**config.mk**
```make
export PLATFORM = sky130hd
export DESIGN_NAME = slip_input_capture_buffer
export DESIGN_NICKNAME = d
export VERILOG_FILES = /design/src/rtl/slip_input_capture_buffer.sv
export SDC_FILE = /design/constraint.sdc
export NUM_CORES = 1
export LEC_CHECK = 0
export CORE_MARGIN = 2
export CORE_UTILIZATION = 55
export DETAILED_ROUTE_END_ITERATION = 10
export GPL_TIMING_DRIVEN = 0
export PLACE_DENSITY = 0.77
export SLEW_MARGIN = 20
export SYNTH_ARGS = -nofsm -noshare
export SYNTH_HDL_FRONTEND = slang
export SYNTH_SLANG_ARGS = --single-unit
```
**constraint.sdc**
```tcl
create_clock -name MasterClock -period 3.1 [get_ports MasterClock]
set_input_delay 0.465 -clock MasterClock [delete_from_list [all_inputs] [get_ports MasterClock]]
set_output_delay 0.465 -clock MasterClock [all_outputs]
set_load 0.01 [all_outputs]
```
**src/rtl/slip_input_capture_buffer.sv**
```systemverilog
// slip_input_capture_buffer
// Brings WIDTH asynchronous pin inputs into the MasterClock domain. Each line is
// synchronised, the current level is tracked, and a snapshot of the whole word is
// queued in a small show-ahead FIFO whenever any bit changes. The CPU/DSP I/O
// decode drains the FIFO, so short edges are not lost between polls.
//
// Optional feature: define INPUT_CAPTURE_GLITCH_FILTER_EN to add a per-bit
// two-sample filter after the synchroniser (one extra cycle of latency; pulses of
// a single MasterClock cycle never reach level or the FIFO).
module slip_input_capture_buffer #(
  parameter int WIDTH       = 8,
  parameter int DEPTH       = 4,
  parameter int SYNC_STAGES = 2
) (
  input  logic                     MasterClock,
  input  logic                     resetn,
  input  logic [WIDTH-1:0]         pin_in,
  input  logic                     rd,
  input  logic                     clr_ovf,
  output logic [WIDTH-1:0]         level,
  output logic                     evt_valid,
  output logic [WIDTH-1:0]         evt_data,
  output logic [$clog2(DEPTH):0]   evt_count,
  output logic                     overflow
);

  localparam int AW = $clog2(DEPTH);
  localparam int CW = AW + 1;

  logic [WIDTH-1:0] sync_q [SYNC_STAGES];
  logic [WIDTH-1:0] sync_out;
  logic [WIDTH-1:0] prev_q;
  logic             change;

  logic [WIDTH-1:0] mem_q [DEPTH];
  logic [AW-1:0]    wr_ptr_q, wr_ptr_d;
  logic [AW-1:0]    rd_ptr_q, rd_ptr_d;
  logic [CW-1:0]    cnt_q, cnt_d;
  logic             ovf_q, ovf_d;
  logic             full, empty, push, pop, drop;

  // Synchroniser chain: stage 0 samples the raw pins, last stage is usable.
  always_ff @(posedge MasterClock or negedge resetn) begin
    if (!resetn) begin
      for (int i = 0; i < SYNC_STAGES; i++) sync_q[i] <= '0;
    end else begin
      sync_q[0] <= pin_in;
      for (int i = 1; i < SYNC_STAGES; i++) sync_q[i] <= sync_q[i-1];
    end
  end

  assign sync_out = sync_q[SYNC_STAGES-1];

`ifdef INPUT_CAPTURE_GLITCH_FILTER_EN
  logic [WIDTH-1:0] filt_q;
  logic [WIDTH-1:0] diff;

  // One-cycle-old copy of the synchroniser output, used to confirm stability.
  always_ff @(posedge MasterClock or negedge resetn) begin
    if (!resetn) filt_q <= '0;
    else         filt_q <= sync_out;
  end

  // A bit is accepted only when it matched on two consecutive cycles; otherwise
  // it keeps the previously accepted value (prev_q is last cycle's level).
  assign diff  = sync_out ^ filt_q;
  assign level = (sync_out & ~diff) | (prev_q & diff);
`else
  assign level = sync_out;
`endif

  // Previous level, for change detection.
  always_ff @(posedge MasterClock or negedge resetn) begin
    if (!resetn) prev_q <= '0;
    else         prev_q <= level;
  end

  assign change = |(level ^ prev_q);

  // FIFO control: pop wins a slot for a simultaneous push when full; reads of an
  // empty FIFO are ignored; a push into a full FIFO without a pop is dropped.
  always_comb begin
    empty    = (cnt_q == '0);
    full     = (cnt_q == CW'(DEPTH));
    pop      = rd && !empty;
    push     = change && (!full || pop);
    drop     = change && full && !pop;
    wr_ptr_d = wr_ptr_q;
    rd_ptr_d = rd_ptr_q;
    cnt_d    = cnt_q + CW'(push) - CW'(pop);
    ovf_d    = ovf_q;
    if (push) wr_ptr_d = wr_ptr_q + AW'(1);
    if (pop)  rd_ptr_d = rd_ptr_q + AW'(1);
    if (drop)         ovf_d = 1'b1;
    else if (clr_ovf) ovf_d = 1'b0;
  end

  // FIFO pointers, occupancy counter and sticky overflow flag.
  always_ff @(posedge MasterClock or negedge resetn) begin
    if (!resetn) begin
      wr_ptr_q <= '0;
      rd_ptr_q <= '0;
      cnt_q    <= '0;
      ovf_q    <= 1'b0;
    end else begin
      wr_ptr_q <= wr_ptr_d;
      rd_ptr_q <= rd_ptr_d;
      cnt_q    <= cnt_d;
      ovf_q    <= ovf_d;
    end
  end

  // Event storage; the tail slot takes the current level on every accepted push.
  always_ff @(posedge MasterClock or negedge resetn) begin
    if (!resetn) begin
      for (int i = 0; i < DEPTH; i++) mem_q[i] <= '0;
    end else if (push) begin
      mem_q[wr_ptr_q] <= level;
    end
  end

  assign evt_valid = !empty;
  assign evt_data  = empty ? '0 : mem_q[rd_ptr_q];
  assign evt_count = cnt_q;
  assign overflow  = ovf_q;

endmodule

```
==> results.json <==
{
  "final_common_cell": "dfrtp_1",
  "synth.distinct_cells": 20,
  "seqCellArea_sq_mm": 0.00160,
  "cts_resized": 0,
  "viasPerCell": 5.14,
  "use_met3": 0.0535,
  "syn_inst": 169,
  "core-area_sq_mm": 0.00472,
  "gp_congestion": 0.716,
  "ys_seq_area_frac": 0.596,
  "worstMarginPinSlew_ns": 0.787,
  "htreeDepth": 3,
  "cp.required_ns": 2.63,
  "path_cells": "clkbuf_1 -> mux4_2 -> and2_1 -> clkdlybuf4s50_1",
  "drv_slew": 0,
  "areaGrowthSynthToFinish_pct": 23.8,
  "start_util": 0.569,
  "fin_nets": 232,
  "numCtsBuffers": 9,
  "final_layout_size_suffix_gt1_frac": 0.349,
  "max_stage_delay_ns": 0.49,
  "status": "finished clean",
  "grt_pass1_vias": 1503,
  "cts_buffer_depth": 2,
  "fin_util": 0.705,
  "dpl.cell_count": 269,
  "cp_max_fo": 9,
  "rsz0062_at_grt": "no",
  "drc": 0,
  "io_pins": 33,
  "grt_usage": 0.192,
  "met1_usage": 0.251,
  "crit_slowest_cell": "clkbuf_1",
  "grt_pass1_wl_microns": 7420,
  "clkSinkCount": 64,
  "fillCellCount": 330,
  "drt_iter0_drc": 55,
  "critPathArrivalTime_ns": 2.21,
  "yosys_warnings": 0,
  "power.density_mw_per_mm2": 1050,
  "endpoint_kind": "primary output",
  "die_w_microns": 73.9,
  "clockRootBuffer": "clkbuf_8",
  "critPathLaunchType": "flop",
  "period_needed_ns": 2.67,
  "num_vias": 1464,
  "grt_start_max_net_pins": 45,
  "place_area_sq_mm": 0.00311,
  "cts.hold.buffers_added": 0,
  "cts_tree": "yes",
  "pre_cts_ws_ns": 0.144,
  "finalInstanceArea_sq_mm": 0.00333,
  "clk_latency_ns": 0.34,
  "final_cell_mix": "dfrtp_1, mux2_2, clkdlybuf4s50_1",
  "overflow": 0,
  "wire_per_inst_microns": 15.9,
  "diodes": 0,
  "grt_util_met2": 0.297,
  "final_cells": 285,
  "hold_class": "input pin to asynchronous set/reset pin",
  "port_buffers": 32,
  "wl_microns": 4530,
  "multi_input_area_sq_um": 985,
  "fmax_ghz": 0.374,
  "static-leakage-power_nw": 1.42,
  "place_hpwl_microns": 3060,
  "first_pass_iters": 4,
  "path_delay_family": "buffers and inverters",
  "ys_seq_elements": 64,
  "die_h_microns": 73.9,
  "antenna_left": 0,
  "syn_area_sq_mm": 0.00269,
  "layout_setup_ws_ns": 0.426,
  "cts_setup_buffers": 0,
  "fin_crit_sh": 0.863,
  "synth_area_per_cell_sq_um": 15.9,
  "finalHoldViolCount": 0,
  "rows": 25,
  "syn-num-nets": 188,
  "fin_worst_skew_ns": 0.00908,
  "cp_num_buf_inv": 2,
  "maxCapViolations": 0,
  "slew_headroom": 0.472,
  "grt_antenna_before_repair": 0,
  "ir_drop_uv": 511,
  "design.die.area_sq_mm": 0.00546,
  "setup_viol": 0,
  "path_clk_slew_ns": 0.07,
  "whs_ns": 0.00307,
  "grt-busiest-layer": "met2",
  "crit_type": "flop to primary output"
}
final timing paths:
| kind | startpoint | endpoint | slack, ns | cells past startpoint |
|---|---|---|---|---|
| max in group asynchronous | resetn | mem_q[17] | 2.58 | 2 |
| min in group MasterClock | sync_q[9] | level[1] | 0.35 | 0 |
| max | rd_ptr_q[1] | evt_data[6] | 0.43 | 4 |
| max reg2reg | level[6] | evt_count[2] | 0.45 | 9 |
| min reg2reg | sync_q[9] | level[1] | 0.35 | 0 |
| min | resetn | mem_q[10] | 0.003 | 1 |
cell usage after synthesis:
| cell | number | area share |
|---|---|---|
| nand2_1 | 5 | 0.0070 |
| or4b_2 | 1 | 0.0037 |
| dfrtp_1 | 64 | 0.60 |
| xnor2_1 | 3 | 0.0098 |
| a21o_2 | 1 | 0.0033 |
| xor2_1 | 10 | 0.033 |
| ha_1 | 6 | 0.028 |
| inv_1 | 7 | 0.0098 |
| a21oi_4 | 4 | 0.024 |
| fa_1 | 1 | 0.0074 |
| clkbuf_1 | 3 | 0.0042 |
| o21ai_0 | 1 | 0.0019 |
| buf_2 | 1 | 0.0019 |
| or3_1 | 1 | 0.0023 |
| mux4_2 | 8 | 0.067 |
| nor4_4 | 2 | 0.016 |
| mux2_2 | 33 | 0.14 |
| and2_1 | 9 | 0.021 |
| a21boi_2 | 1 | 0.0042 |
| buf_4 | 8 | 0.022 |
report_power, final:
group,switching (W),internal (W),leakage [nW]
logic,0.000579,0.000875,0.558
clock network,0.000297,0.000458,0.113
registers,0.000162,0.00113,0.750
stage by stage:
| stage | setup TNS (ns) | total power [W] |
|---|---|---|
| after CTS | 0 | 0.00354 |
| after global routing | 0 | 0.00372 |
| after detailed placement | 0 | 0.00278 |
| after floorplan | 0 | 0.00223 |
| after global placement | -21.06 | 0.00271 |
| final | 0 | 0.00350 |
cell families (layout without fill, tap and decap cells):
kind of cell	count (synthesis)	after routing	share of synthesized area
buf+inv	19	68	0.0382
fa+ha+maj	7	7	0.0354
xor+xnor	13	13	0.0423
compound gates	7	7	0.0335
simple gates	18	18	0.0498
flops	64	64	0.596
mux	41	41	0.205
metal layers:
| metal | up-vias | routed length [microns] |
|---|---|---|
| met5 | - | 0 |
| met4 | 0 | 90 |
| met3 | 10 | 155 |
| met2 | 31 | 2280 |
| met1 | 761 | 2000 |
| li1 | 662 | - |
registers in the layout, summed over array words and instances, names as in the netlist:
name and flops:
evt_count 3, level 8, mem_q 32, overflow 1, prev_q 8, rd_ptr_q 2
sync_q 8, wr_ptr_q 2
cell type report:
cell class,instances,area share
Buffer,12,0.0229
Clock buffer,14,0.0549
Clock inverter,2,0.0105
Inverter,7,0.00789
Multi-Input combinational cell,86,0.296
Sequential cell,64,0.481
Tap cell,67,0.0252
Timing Repair Buffer,33,0.102
No activity file was read; power rests on OpenSTA's default activity.
